[src/rtl/rv_pkg.sv]
// Shared RV core definitions: data widths and the fetch FSM state encoding.
package rv_pkg;
  localparam int XLEN = 64;
  localparam int ILEN = 32;

  typedef enum logic [1:0] {
    IDLE,
    REQ,
    WAIT,
    DRAIN
  } fetchStateT;
endpackage

[src/rtl/fetch_fifo.sv]
// Synchronous instruction buffer with flush; head entry and valid come straight from state.
module fetch_fifo
  import rv_pkg::*;
#(
  parameter int DEPTH = 4,
  parameter int WIDTH = XLEN + ILEN
) (
  input  logic                   clk,
  input  logic                   rst,
  input  logic                   flush,
  input  logic                   push,
  input  logic [WIDTH-1:0]       pushData,
  input  logic                   pop,
  output logic [WIDTH-1:0]       headData,
  output logic                   headValid,
  output logic [$clog2(DEPTH):0] count
);
  localparam int PW = $clog2(DEPTH);
  localparam logic [PW:0] PTR_ONE = (PW + 1)'(1);

  logic [WIDTH-1:0] storage [DEPTH];
  logic [PW:0]      wrPtr;
  logic [PW:0]      rdPtr;
  logic             doPop;

  assign doPop = pop && headValid;

  // NOTE: sequential state uses non-blocking assignments so every register samples pre-edge values.
  always_ff @(posedge clk or posedge rst) begin
    if (rst) begin
      wrPtr <= '0;
      rdPtr <= '0;
    end else if (flush) begin
      wrPtr <= '0;
      rdPtr <= '0;
    end else begin
      if (push)  wrPtr <= wrPtr + PTR_ONE;
      if (doPop) rdPtr <= rdPtr + PTR_ONE;
    end
  end

  // NOTE: storage is not reset; the head is masked to zero whenever the buffer is empty.
  always_ff @(posedge clk) begin
    if (push && !flush) storage[wrPtr[PW-1:0]] <= pushData;
  end

  assign count     = wrPtr - rdPtr;
  assign headValid = (count != 0);
  assign headData  = headValid ? storage[rdPtr[PW-1:0]] : '0;
endmodule

[src/rtl/fetch_unit.sv]
// Instruction fetch: one outstanding memory request, responses buffered in fetch_fifo.
// Build option FETCH_MISALIGN_CHECK_EN adds a sticky fetch_misaligned flag that halts fetch.
module fetch_unit
  import rv_pkg::*;
#(
  parameter int              FIFO_DEPTH = 4,
  parameter logic [XLEN-1:0] RESET_PC   = 64'h0
) (
  input  logic            clk,
  input  logic            rst,
  output logic            mem_req_valid,
  input  logic            mem_req_ready,
  output logic [XLEN-1:0] mem_req_addr,
  input  logic            mem_rsp_valid,
  input  logic [ILEN-1:0] mem_rsp_data,
  input  logic            redirect,
  input  logic [XLEN-1:0] redirect_pc,
  output logic            inst_valid,
  input  logic            inst_ready,
  output logic [ILEN-1:0] inst,
  output logic [XLEN-1:0] inst_pc
`ifdef FETCH_MISALIGN_CHECK_EN
  ,
  output logic            fetch_misaligned
`endif
);
  localparam int            CW      = $clog2(FIFO_DEPTH) + 1;
  localparam logic [CW-1:0] DEPTH_C = CW'(FIFO_DEPTH);
  localparam logic [CW-1:0] CNT_ONE = CW'(1);

  fetchStateT           state;
  logic [XLEN-1:0]      fetchPc;
  logic [XLEN-1:0]      pendingPc;
  logic [XLEN-1:0]      targetPc;
  logic [CW-1:0]        fifoCount;
  logic [CW-1:0]        countAfterPush;
  logic                 push;
  logic                 popFire;
  logic                 haltQ;
  logic                 badTarget;
  logic [XLEN+ILEN-1:0] headData;

  assign popFire        = inst_valid && inst_ready;
  assign push           = (state == WAIT) && mem_rsp_valid && !redirect;
  assign countAfterPush = fifoCount + CNT_ONE - (popFire ? CNT_ONE : '0);

`ifdef FETCH_MISALIGN_CHECK_EN
  logic misalignedQ;

  assign targetPc  = redirect_pc;
  assign badTarget = (redirect_pc[1:0] != 2'b00);
  assign haltQ     = misalignedQ;

  always_ff @(posedge clk or posedge rst) begin
    if (rst)           misalignedQ <= 1'b0;
    else if (redirect) misalignedQ <= badTarget;
  end

  assign fetch_misaligned = misalignedQ;
`else
  assign targetPc  = redirect_pc & ~XLEN'(3);
  assign badTarget = 1'b0;
  assign haltQ     = 1'b0;
`endif

  always_ff @(posedge clk or posedge rst) begin
    if (rst) begin
      state     <= IDLE;
      fetchPc   <= RESET_PC;
      pendingPc <= RESET_PC;
    end else if (redirect) begin
      fetchPc <= targetPc;
      // A response landing with the redirect is stale either way, so it also ends a drain.
      unique case (state)
        WAIT, DRAIN: state <= mem_rsp_valid ? (badTarget ? IDLE : REQ) : DRAIN;
        default:     state <= badTarget ? IDLE : REQ;
      endcase
    end else begin
      unique case (state)
        IDLE:  if (!haltQ && fifoCount < DEPTH_C) state <= REQ;
        REQ: begin
          if (mem_req_ready) begin
            state     <= WAIT;
            pendingPc <= fetchPc;
            fetchPc   <= fetchPc + XLEN'(4);
          end
        end
        WAIT:  if (mem_rsp_valid) state <= (countAfterPush < DEPTH_C) ? REQ : IDLE;
        DRAIN: if (mem_rsp_valid) state <= haltQ ? IDLE : REQ;
        default: state <= IDLE;
      endcase
    end
  end

  fetch_fifo #(
    .DEPTH (FIFO_DEPTH),
    .WIDTH (XLEN + ILEN)
  ) u_fifo (
    .clk       (clk),
    .rst       (rst),
    .flush     (redirect),
    .push      (push),
    .pushData  ({pendingPc, mem_rsp_data}),
    .pop       (inst_ready),
    .headData  (headData),
    .headValid (inst_valid),
    .count     (fifoCount)
  );

  assign mem_req_valid   = (state == REQ);
  assign mem_req_addr    = fetchPc;
  assign {inst_pc, inst} = headData;
endmodule

[config.mk]
export PLATFORM = sky130hd
export DESIGN_NAME = fetch_unit
export DESIGN_NICKNAME = d
export VERILOG_FILES = /design/src/rtl/rv_pkg.sv /design/src/rtl/fetch_fifo.sv /design/src/rtl/fetch_unit.sv
export SDC_FILE = /design/constraint.sdc
export NUM_CORES = 1
export LEC_CHECK = 0
export BUFFER_PORTS_ARGS = -buffer_cell sky130_fd_sc_hd__buf_2
export CAP_MARGIN = 40
export CORE_MARGIN = 5
export CORE_UTILIZATION = 54
export CTS_BUF_LIST = sky130_fd_sc_hd__clkbuf_4
export DETAILED_ROUTE_END_ITERATION = 8
export GPL_ROUTABILITY_DRIVEN = 0
export PLACE_DENSITY = 0.83
export SYNTH_ARGS = -nofsm -noshare
export SYNTH_HDL_FRONTEND = slang
export SYNTH_HIERARCHICAL = 1
export SYNTH_SLANG_ARGS = --single-unit
[constraint.sdc]
create_clock -name clk -period 3.77 [get_ports clk]
set_input_delay 0.1885 -clock clk [delete_from_list [all_inputs] [get_ports clk]]
set_output_delay 0.1885 -clock clk [all_outputs]
set_load 0.005 [all_outputs]
==> results by group, run 1 <==
Global routing
  – Global-route wire length before repair: 84.2 mm
  – Total Routing Usage GR: 0.250
  – Vias in the first global route: 14,600
  – Total overflow reported by the global router: 0
  – Maximum number of pins on one net before global-route repair: 100
  – Number of antenna violations at the first check in global routing: 4

Synth
  – Gate Count Post-Synth: 1,256
  – XOR/XNOR Fraction of Synth Area: 0.0149
  – Leading post-synthesis cells by cell area: edfxtp_1 (54%), dfrtp_1 (15%), mux4_2 (10%), mux2_2 (3.5%), nor2b_1 (2.0%)
  – Proportion of synthesized flip-flops having asynchronous set or reset: 0.256
  – Compound-gate portion of the synthesized area: 0.0245
  – Sequential element share of the synthesized area: 0.692
  – Netlist cell types: 61
  – Prevailing post-synth register cell: edfxtp_1
  – Post-synth top area share: 0.538
  – Count of synthesis-stage warnings from yosys: 6
  – Mapped Area: 0.0214 mm²
  – Synth Area in Simple Gates: 0.104
  – Mapped Avg Cell Area: 17.1 µm²
  – Dominant combinational cell family by area after synthesis: multiplexers
  – Cell accounting for the most synthesized area: edfxtp_1
  – Register bit count reported by yosys: 516
  – Number of flops mapped to enable cells by yosys: 384
  – Fraction of the mapped netlist area in adder cells: 0.00502
  – Fraction of synthesized area in multiplexers: 0.137

Clock tree
  – TritonCTS clock tree: done
  – CTS max path bufs: 3
  – Clock edge transition at the registers on the reported setup and hold paths: 0.06 ns
  – Clk Tree Root Cell: clkbuf_4
  – Clock insertion delay at the later pin of the skew report: 0.81 ns
  – Setup repair bufs after CTS: 0
  – CTS buffer count: 132
  – Number of sinks driven by the clock tree: 516
  – CTS H-tree lvls: 4

Pwr
  – Total power divided by cell area: 594 mW/mm²
  – Peak supply drop: 885 µV
  – Leakage power of the design: 9.87 nW

Setup path
  – Type of the setup path with the least slack: reg -> out
  – Worst setup path startpoint: u_fifo/wrPtr[0]
  – Worst r2r dst: mem_req_addr[33]
  – Data arrival time of the critical path: 3.39 ns
  – Critical path data required time: 3.58 ns
  – R2R cell count: 6
  – Worst-case register-to-register setup slack: 0.41 ns
  – CP Capture Type: primary output
  – Critical path peak fanout: 96
  – Worst reg2reg path startpoint: mem_req_addr[14]
  – Startpoint class of the critical path: flop

Floorplan
  – Starting Density: 0.542
  – Core footprint: 0.0395 mm²
  – Num ports: 264
  – Die Footprint: 0.0438 mm²
  – Standard-cell row count: 73
  – Die height: 209 µm
  – Die X: 209 µm

Final layout
  – Nets@finish: 1,860
  – Post-route cell area: 0.0265 mm²
  – Commonest cells after routing, fill and taps aside: edfxtp_1 (384), buf_2 (258), clkbuf_4 (199), dlygate4sd3_1 (135), dfrtp_1 (130)
  – Most common cell after layout, fill and taps aside: edfxtp_1
  – Area growth from synthesis to layout: 23.4%
  – Final core utilization: 0.669
  – Layout Cells excl Fill: 2,379
  – Area of combinational cells with multiple inputs: 0.00619 mm²
  – Fill count: 2,687
  – Sequential cell area: 0.0148 mm²
  – Share of cells above drive strength 1: 0.382

Timing
  – Final hold viol count: 0
  – Transition time at the pin with the least slew margin: 0.900 ns
  – Total Neg Setup Slack: 0 ns
  – Max Freq: 279 MHz
  – Worst slew margin relative to its limit: 0.395
  – Worst-case clock skew: 0.0487 ns
  – Min Tclk post-route: 3.58 ns
  – Part of the cycle the worst path needs: 0.950
  – Setup violators final: 0
  – Final Slew Violations: 0
  – Unrepaired setup endpoints after global routing: false

Place
  – Post-detailed-placement cell area: 0.0234 mm²
  – Number of buffers inserted by port buffering: 259
  – HPWL reported at the end of detailed placement: 31.5 mm
  – Total placed cells including tap cells: 2,006

Drt
  – Initial detailed-routing violation count: 1,151
  – ANT nets after route: 0
  – Vias per inst: 5.71
  – Drt wl/cell: 22.6 µm
  – Total number of vias: 13,600
  – Wire length reported by the detailed router: 53.9 mm
  – Post-detailed-route DRC marker count: 0
  – Number of detailed-routing iterations run before antenna repair: 5

Job
  – Max-Cap Viols: 0

Hold path
  – Hold worst-path end: mem_req_addr[42]
  – Instance count along the most critical hold path: 4
  – Type of the most critical hold path: in -> reg
  – Hold Crit Start: redirect_pc[42]

Run status
  – Run status: finished, final reports clean
[how the worst max path moves through the flow]
stage	endpoint	cells past startpoint
after CTS	inst_pc[17]	5
after global routing	inst[5]	8
after floorplan	mem_req_addr[10]	1
final	inst[0]	8
after global placement	inst_pc[17]	5
after detailed placement	mem_req_addr[37]	5
[per-stage QoR]
stage,power [mW],setup WS [ns],hold WS (ns)
after CTS,15.8,0.0504,0.0368
after detailed placement,10.9,0.900,0.174
after global routing,16.5,0.000151,0.0804
after global placement,10.8,0.984,0.164
final,15.7,0.188,0.142
after floorplan,9.57,0.226,-0.0205
[state kept, by name (all words and copies together) (netlist names)]
register	flops
u_fifo/storage	384
u_fifo/wrPtr	3
pendingPc	62
u_fifo/rdPtr	3
mem_req_addr	62
state	2
[final cells by class]
class                      instances  area share
tap                              525      0.0248
clock inverter                    36     0.00837
multi-input combinational        657       0.234
clock buffer                     199      0.0565
antenna                            3    0.000284
timing repair buffer             418       0.111
inverter                          25     0.00374
sequential                       516       0.561
[critical path: stages (launching register included)]
cell and delay, ns:
dfrtp_1 0.41, inv_1 0.11, ha_1 0.22, fa_1 0.37, xnor3_1 0.32, and2_4 0.20
buf_16 0.51, and2b_2 0.29, buf_2 0.12
[per-layer routing]
layer  vias to the layer above  global-route usage  wire, µm
met4                         2               0.104      1790
met1                      6809               0.330     21000
met5                         -                   0         7
met3                       117              0.0562      4280
li1                       5948                   -         -
met2                       704               0.407     26800
[where the power goes]
part | switching (mW) | total [mW] | internal (mW)
Clock | 2.17 | 4.79 | 2.62
Combinational | 1.89 | 3.72 | 1.83
Sequential | 0.481 | 7.20 | 6.72
Total | 4.54 | 15.7 | 11.2
[cells in the mapped netlist, types with 24 or more instances]
cell type  instances
dfrtp_1          132
inv_1             24
nor2b_4           30
o21ai_0           34
nor2_1            33
edfxtp_1         384
nand3_1           36
clkbuf_1          36
nand2_1           75
nor2b_1           68
mux4_2            96
mux2_2            66
[cell families after synthesis]
| kind of cell | Yosys count |
|---|---|
| other | 1 |
| adder cells (fa/ha/maj) | 8 |
| XOR/XNOR | 35 |
| AND/OR/NAND/NOR | 357 |
| flip-flops | 516 |
| AO/OA/AOI/OAI | 81 |
| multiplexers | 166 |
| buffers and inverters | 92 |
[what timing repair did]
item / CTS / global route
resized for setup: 0 / 2
endpoints found under the setup margin: 0 / 6
hold buffers: 135 / 0
hold endpoints to repair: 330 / 0
(Power assumes the default switching activity.)
==> run 2, diff against run 1 <==
--- a/config.mk
+++ b/config.mk
@@ -7,7 +7,6 @@
 export LEC_CHECK = 0
 export BUFFER_PORTS_ARGS = -buffer_cell sky130_fd_sc_hd__buf_2
 export CAP_MARGIN = 40
-export CORE_MARGIN = 5
 export CORE_UTILIZATION = 54
 export CTS_BUF_LIST = sky130_fd_sc_hd__clkbuf_4
 export DETAILED_ROUTE_END_ITERATION = 8
==> run 2 against run 1 <==
Count of clock-buffer cells in the layout up 5; sequential power about the same; clock skew up 0.038 ns; combinational power down 2%; die area down 7.5%; register-to-register slack better by 0.33 ns; largest power group unchanged.
==> results by group, run 2 (synthesized netlist as in run 1, its figures left out) <==
Run status
  – Run status: finished, final reports clean

Final layout
  – Nets@finish: 1,858
  – Layout Cells excl Fill: 2,373
  – Most common cell after layout, fill and taps aside: edfxtp_1
  – Flip-flop count of the largest register, all copies and words added: 384
  – Area growth from synthesis to layout: 23.4%
  – Commonest cells after routing, fill and taps aside: edfxtp_1 (384), buf_2 (258), clkbuf_4 (204), dlygate4sd3_1 (135), dfrtp_1 (130)
  – Share of cells above drive strength 1: 0.384
  – Final core utilization: 0.680
  – Fill count: 2,589

Floorplan
  – Core footprint: 0.0389 mm²
  – Standard-cell row count: 72
  – Die height: 201 µm
  – Starting Density: 0.551
  – Die Footprint: 0.0405 mm²
  – Num ports: 264
  – Die X: 201 µm

Pwr
  – Leakage power of the design: 9.87 nW
  – Total power divided by cell area: 589 mW/mm²
  – Peak supply drop: 521 µV

Drt
  – Number of detailed-routing iterations run before antenna repair: 5
  – ANT nets after route: 0
  – Post-detailed-route DRC marker count: 0
  – Total number of vias: 13,700
  – Wire length reported by the detailed router: 51.8 mm
  – Initial detailed-routing violation count: 991
  – Drt wl/cell: 21.8 µm
  – Vias per inst: 5.78

Global routing
  – Maximum number of pins on one net before global-route repair: 100
  – Met2 track utilization from global routing: 0.429
  – GRT met1 Usage: 0.337
  – Met3 track demand over resource in global routing: 0.0607
  – Global-route wire length before repair: 79.8 mm
  – Vias in the first global route: 14,300
  – Total Routing Usage GR: 0.263
  – Number of antenna violations at the first check in global routing: 6
  – Total overflow reported by the global router: 0
  – Most heavily used metal layer in global routing: met2

Timing
  – Max Freq: 288 MHz
  – Unrepaired setup endpoints after global routing: false
  – Worst hold slack: 0.141 ns
  – Final hold viol count: 0
  – Transition time at the pin with the least slew margin: 0.885 ns
  – Min Tclk post-route: 3.48 ns
  – Total Neg Setup Slack: 0 ns
  – Part of the cycle the worst path needs: 0.922
  – Worst slew margin relative to its limit: 0.405
  – Setup violators final: 0
  – Worst-case clock skew: 0.0867 ns
  – Final Slew Violations: 0

Setup path
  – Critical-path cell with the highest stage delay: dfrtp_4
  – Startpoint class of the critical path: flop
  – CP Capture Type: primary output
  – Type of the setup path with the least slack: reg -> out
  – Critical path data required time: 3.58 ns
  – Ordered list of cells on the worst path: fa_1 > xnor3_1 > and2_4 > buf_12 > and2b_2 > buf_2
  – Count of buffering cells on the critical path with inverters included: 2
  – Critical path peak fanout: 54
  – Largest delay contributor family on the critical path: flip-flops
  – Peak per-stage delay on the critical path: 0.67 ns
  – Data arrival time of the critical path: 3.29 ns

Job
  – Max-Cap Viols: 0

Clock tree
  – CTS buffer count: 132
  – Clock edge transition at the registers on the reported setup and hold paths: 0.07 ns
  – Setup repair bufs after CTS: 0
  – Clock insertion delay at the later pin of the skew report: 0.82 ns
  – Resize count post-CTS: 0
  – TritonCTS clock tree: done
  – Clk Tree Root Cell: clkbuf_4
  – Number of sinks driven by the clock tree: 516
  – CTS max path bufs: 3
  – CTS H-tree lvls: 4

Place
  – HPWL reported at the end of detailed placement: 30.3 mm
  – Total placed cells including tap cells: 1,997
  – Number of buffers inserted by port buffering: 259

Hold path
  – Type of the most critical hold path: in -> reg
[run 2: changes by cell type in the layout (fill, tap and decap cells not counted)]
cell and delta:
clkinv_1 -2, buf_16 -1, buf_4 -4, inv_2 +2
diode_2 +1, bufinv_16 -1, clkinvlp_4 -1, buf_6 -1
clkinv_2 -2, clkbuf_4 +5, buf_12 +4, clkinv_4 +1
[run 2: final cells by class]
| type | instances | area, µm² | share of cell area |
|---|---|---|---|
| clock inverters | 33 | 183 | 0.00690 |
| flip-flops and latches | 516 | 14800 | 0.561 |
| well taps | 518 | 648 | 0.0245 |
| repair buffers | 416 | 2960 | 0.112 |
| diodes | 4 | 10.0 | 0.000378 |
| clock buffers | 204 | 1530 | 0.0579 |
| multi-input cells | 657 | 6190 | 0.234 |
| inverters | 25 | 98.8 | 0.00374 |
[run 2: per-layer routing]
metal,vias to the layer above,routed length (µm)
met1,6922,20700
met3,145,3840
met4,2,1810
li1,5942,-
met2,702,25500
met5,-,13
[run 2: worst paths after layout]
kind                            startpoint                    end  slack, ns  cells after the start
max in group asynchronous              rst           pendingPc[5]       2.04                      6
min in group asynchronous              rst          pendingPc[27]       0.54                      4
max reg2reg                mem_req_addr[4]       mem_req_addr[39]       0.74                      5
max                        u_fifo/rdPtr[1]                inst[5]       0.29                      6
min                        redirect_pc[50]       mem_req_addr[50]       0.14                      4
min reg2reg                   pendingPc[5]  u_fifo/storage[2][37]       0.48                      0
[run 2: where the power goes]
group          switching (mW)  internal [mW]
registers               0.474           6.72
logic                    1.82           1.82
clock network            2.15           2.60
total                    4.44           11.1
[run 2: timing repair]
item | in CTS | in global routing
hold buffers | 135 | 0
setup endpoints to repair | 0 | 0
endpoints found under the hold margin | 295 | 0
[run 2: stage by stage]
step / cell area [µm²] / setup WS, ns / power (mW)
final: 26500 / 0.295 / 15.6
after floorplan: 21500 / 0.226 / 9.57
after global placement: 23400 / 0.946 / 10.7
after global routing: 26500 / 0.119 / 16.4
after detailed placement: 23400 / 0.852 / 10.8
after CTS: 26400 / 0.179 / 15.7
[run 2: worst register-to-register path: cells and delay by family, from the launching register on]
kind,cells,cell delay [ns]
flip-flops,1,0.48
AO/OA/AOI/OAI,1,0.19
AND/OR/NAND/NOR,4,2.25
==> run 3, diff against run 2 <==
--- a/config.mk
+++ b/config.mk
@@ -7,11 +7,11 @@
 export LEC_CHECK = 0
 export BUFFER_PORTS_ARGS = -buffer_cell sky130_fd_sc_hd__buf_2
 export CAP_MARGIN = 40
-export CORE_UTILIZATION = 54
+export CORE_UTILIZATION = 48
 export CTS_BUF_LIST = sky130_fd_sc_hd__clkbuf_4
 export DETAILED_ROUTE_END_ITERATION = 8
 export GPL_ROUTABILITY_DRIVEN = 0
-export PLACE_DENSITY = 0.83
+export PLACE_DENSITY = 0.76
 export SYNTH_ARGS = -nofsm -noshare
 export SYNTH_HDL_FRONTEND = slang
 export SYNTH_HIERARCHICAL = 1
==> run 3 against run 2 <==
Clock power up 5.1%; non-clock buffer count rose by 1; power grew 1.6%; critical path type unchanged.
==> results by group, run 3 (synthesized netlist as in run 1, its figures left out) <==
Setup path
  – Critical path data required time: 3.58 ns
  – CP Capture Type: primary output
  – Worst setup path startpoint: u_fifo/wrPtr[0]
  – Worst-case register-to-register setup slack: 0.41 ns
  – Peak per-stage delay on the critical path: 0.49 ns
  – Type of the setup path with the least slack: reg -> out
  – Worst reg2reg path startpoint: mem_req_addr[4]
  – Worst r2r dst: mem_req_addr[33]
  – Critical-path cell with the highest stage delay: fa_1
  – Largest delay contributor family on the critical path: simple AND/OR/NAND/NOR gates
  – Ordered list of cells on the worst path: inv_1 > ha_1 > fa_1 > and2_1 > and2_4 > buf_12 > and2b_2 > buf_2
  – Count of buffering cells on the critical path with inverters included: 3
  – Critical path peak fanout: 31
  – R2R cell count: 6
  – Startpoint class of the critical path: flop
  – Data arrival time of the critical path: 3.36 ns

Floorplan
  – Die X: 213 µm
  – Die Footprint: 0.0455 mm²
  – Starting Density: 0.486
  – Die height: 213 µm
  – Num ports: 264
  – Core footprint: 0.0441 mm²
  – Standard-cell row count: 77

Timing
  – Max Freq: 282 MHz
  – Final hold viol count: 0
  – Min Tclk post-route: 3.55 ns
  – Total Neg Setup Slack: 0 ns
  – Transition time at the pin with the least slew margin: 0.940 ns
  – Worst-case clock skew: 0.0411 ns
  – Worst slew margin relative to its limit: 0.368
  – Worst hold slack: 0.106 ns
  – Unrepaired setup endpoints after global routing: false
  – Final Slew Violations: 0
  – Setup violators final: 0
  – Part of the cycle the worst path needs: 0.942

Drt
  – Number of detailed-routing iterations run before antenna repair: 5
  – ANT nets after route: 0
  – Initial detailed-routing violation count: 936
  – Post-detailed-route DRC marker count: 0
  – Drt wl/cell: 21.1 µm
  – Wire length reported by the detailed router: 51.8 mm
  – Vias per inst: 5.45
  – Total number of vias: 13,400

Final layout
  – Most common cell after layout, fill and taps aside: edfxtp_1
  – Fill count: 3,365
  – Nets@finish: 1,861
  – Commonest cells after routing, fill and taps aside: edfxtp_1 (384), buf_2 (258), clkbuf_4 (201), dfrtp_1 (130), dlygate4sd3_1 (128)
  – Area growth from synthesis to layout: 24.2%
  – Flip-flop count of the largest register, all copies and words added: 384
  – Share of cells above drive strength 1: 0.386

Global routing
  – Vias in the first global route: 13,900
  – Global-route wire length before repair: 78.0 mm
  – Total overflow reported by the global router: 0
  – Maximum number of pins on one net before global-route repair: 100
  – Total Routing Usage GR: 0.233
  – Number of antenna violations at the first check in global routing: 2

Pwr
  – Total power divided by cell area: 594 mW/mm²
  – Internal power consumption: 11.3 mW
  – Clock network power share: 0.315
  – Final Power: 15.8 mW
  – Switching power as a share of total power: 0.284
  – Switching power of the nets: 4.49 mW
  – Seq pwr share: 0.454
  – Leakage power of the design: 9.93 nW
  – Peak supply drop: 465 µV
  – Logic gate share of total power: 0.231

Hold path
  – Instance count along the most critical hold path: 4
  – Hold Crit Start: redirect_pc[17]
  – Type of the most critical hold path: in -> reg
  – Hold worst-path end: mem_req_addr[17]

Clock tree
  – CTS buffer count: 133
  – Number of sinks driven by the clock tree: 516
  – Clock edge transition at the registers on the reported setup and hold paths: 0.07 ns
  – CTS H-tree lvls: 4
  – CTS max path bufs: 3
  – Setup repair bufs after CTS: 0
  – Clk Tree Root Cell: clkbuf_4
  – TritonCTS clock tree: done
  – Clock insertion delay at the later pin of the skew report: 0.83 ns

Place
  – HPWL reported at the end of detailed placement: 31.3 mm
  – Number of buffers inserted by port buffering: 259

Run status
  – Run status: finished, final reports clean

Job
  – Max-Cap Viols: 0
==> run 3: what timing repair did <==
| action | CTS | global route |
|---|---|---|
| endpoints found under the setup margin | 0 | 37 |
| hold buffers | 128 | 0 |
| gates resized for setup | 0 | 1 |
| endpoints found under the hold margin | 330 | 0 |
==> run 3: final cells by class <==
| class | count | area (µm²) | share of cell area |
|---|---|---|---|
| flip-flops and latches | 516 | 14800 | 0.557 |
| multi-input cells | 658 | 6190 | 0.233 |
| repair buffers | 417 | 2960 | 0.111 |
| clock buffers | 201 | 1510 | 0.0566 |
| well taps | 592 | 741 | 0.0278 |
| clock inverters | 42 | 292 | 0.0109 |
| inverters | 25 | 98.8 | 0.00371 |
| diodes | 1 | 2.50 | 0.0000939 |
==> run 3: metrics by stage <==
stage	setup WS [ns]	area, µm²	util	std cells
2_1_floorplan	0.226	21500	-	1265
3_3_place_gp	0.981	23500	0.532	2077
3_5_place_dp	0.913	23500	0.534	2079
4_1_cts	0.00200	26600	0.603	2450
5_1_grt	0.0492	26600	0.604	2452
6_report	0.220	26600	0.604	2452
==> run 3: power groups by stage <==
stage | clock, mW | combinational (mW) | sequential (mW)
global placement | 0 | 3.50 | 7.25
detailed placement | 0 | 3.56 | 7.30
finish | 4.99 | 3.66 | 7.19
CTS | 5.14 | 3.69 | 7.18
global route | 5.46 | 4.02 | 7.25
floorplan | 0 | 2.46 | 7.11
==> run 3: layer usage <==
metal,track usage,part of all wire,up-vias
met1,0.303,0.41,6760
met5,0,0.00019,-
met3,0.0530,0.067,106
met2,0.371,0.49,531
li1,-,-,5953
met4,0.112,0.031,2
==> run 3: worst reg2reg max path, cell delays in order, from the launching register on <==
cell	delay [ns]
dfrtp_1	0.47
nand3_2	0.17
or4_1	0.65
or4_1	0.73
or4_1	0.60
nand3_1	0.11
dlygate4sd3_1	0.55
==> run 3: worst max path at each step <==
stage                  endpoint  slack (ns)  cells past startpoint
5_1_grt                 inst[4]        0.05                      8
3_3_place_gp   mem_req_addr[39]        0.98                      5
3_5_place_dp   mem_req_addr[60]        0.91                      6
6_report                inst[4]        0.22                      8
4_1_cts                 inst[4]       0.002                      8
2_1_floorplan  mem_req_addr[10]        0.23                      1
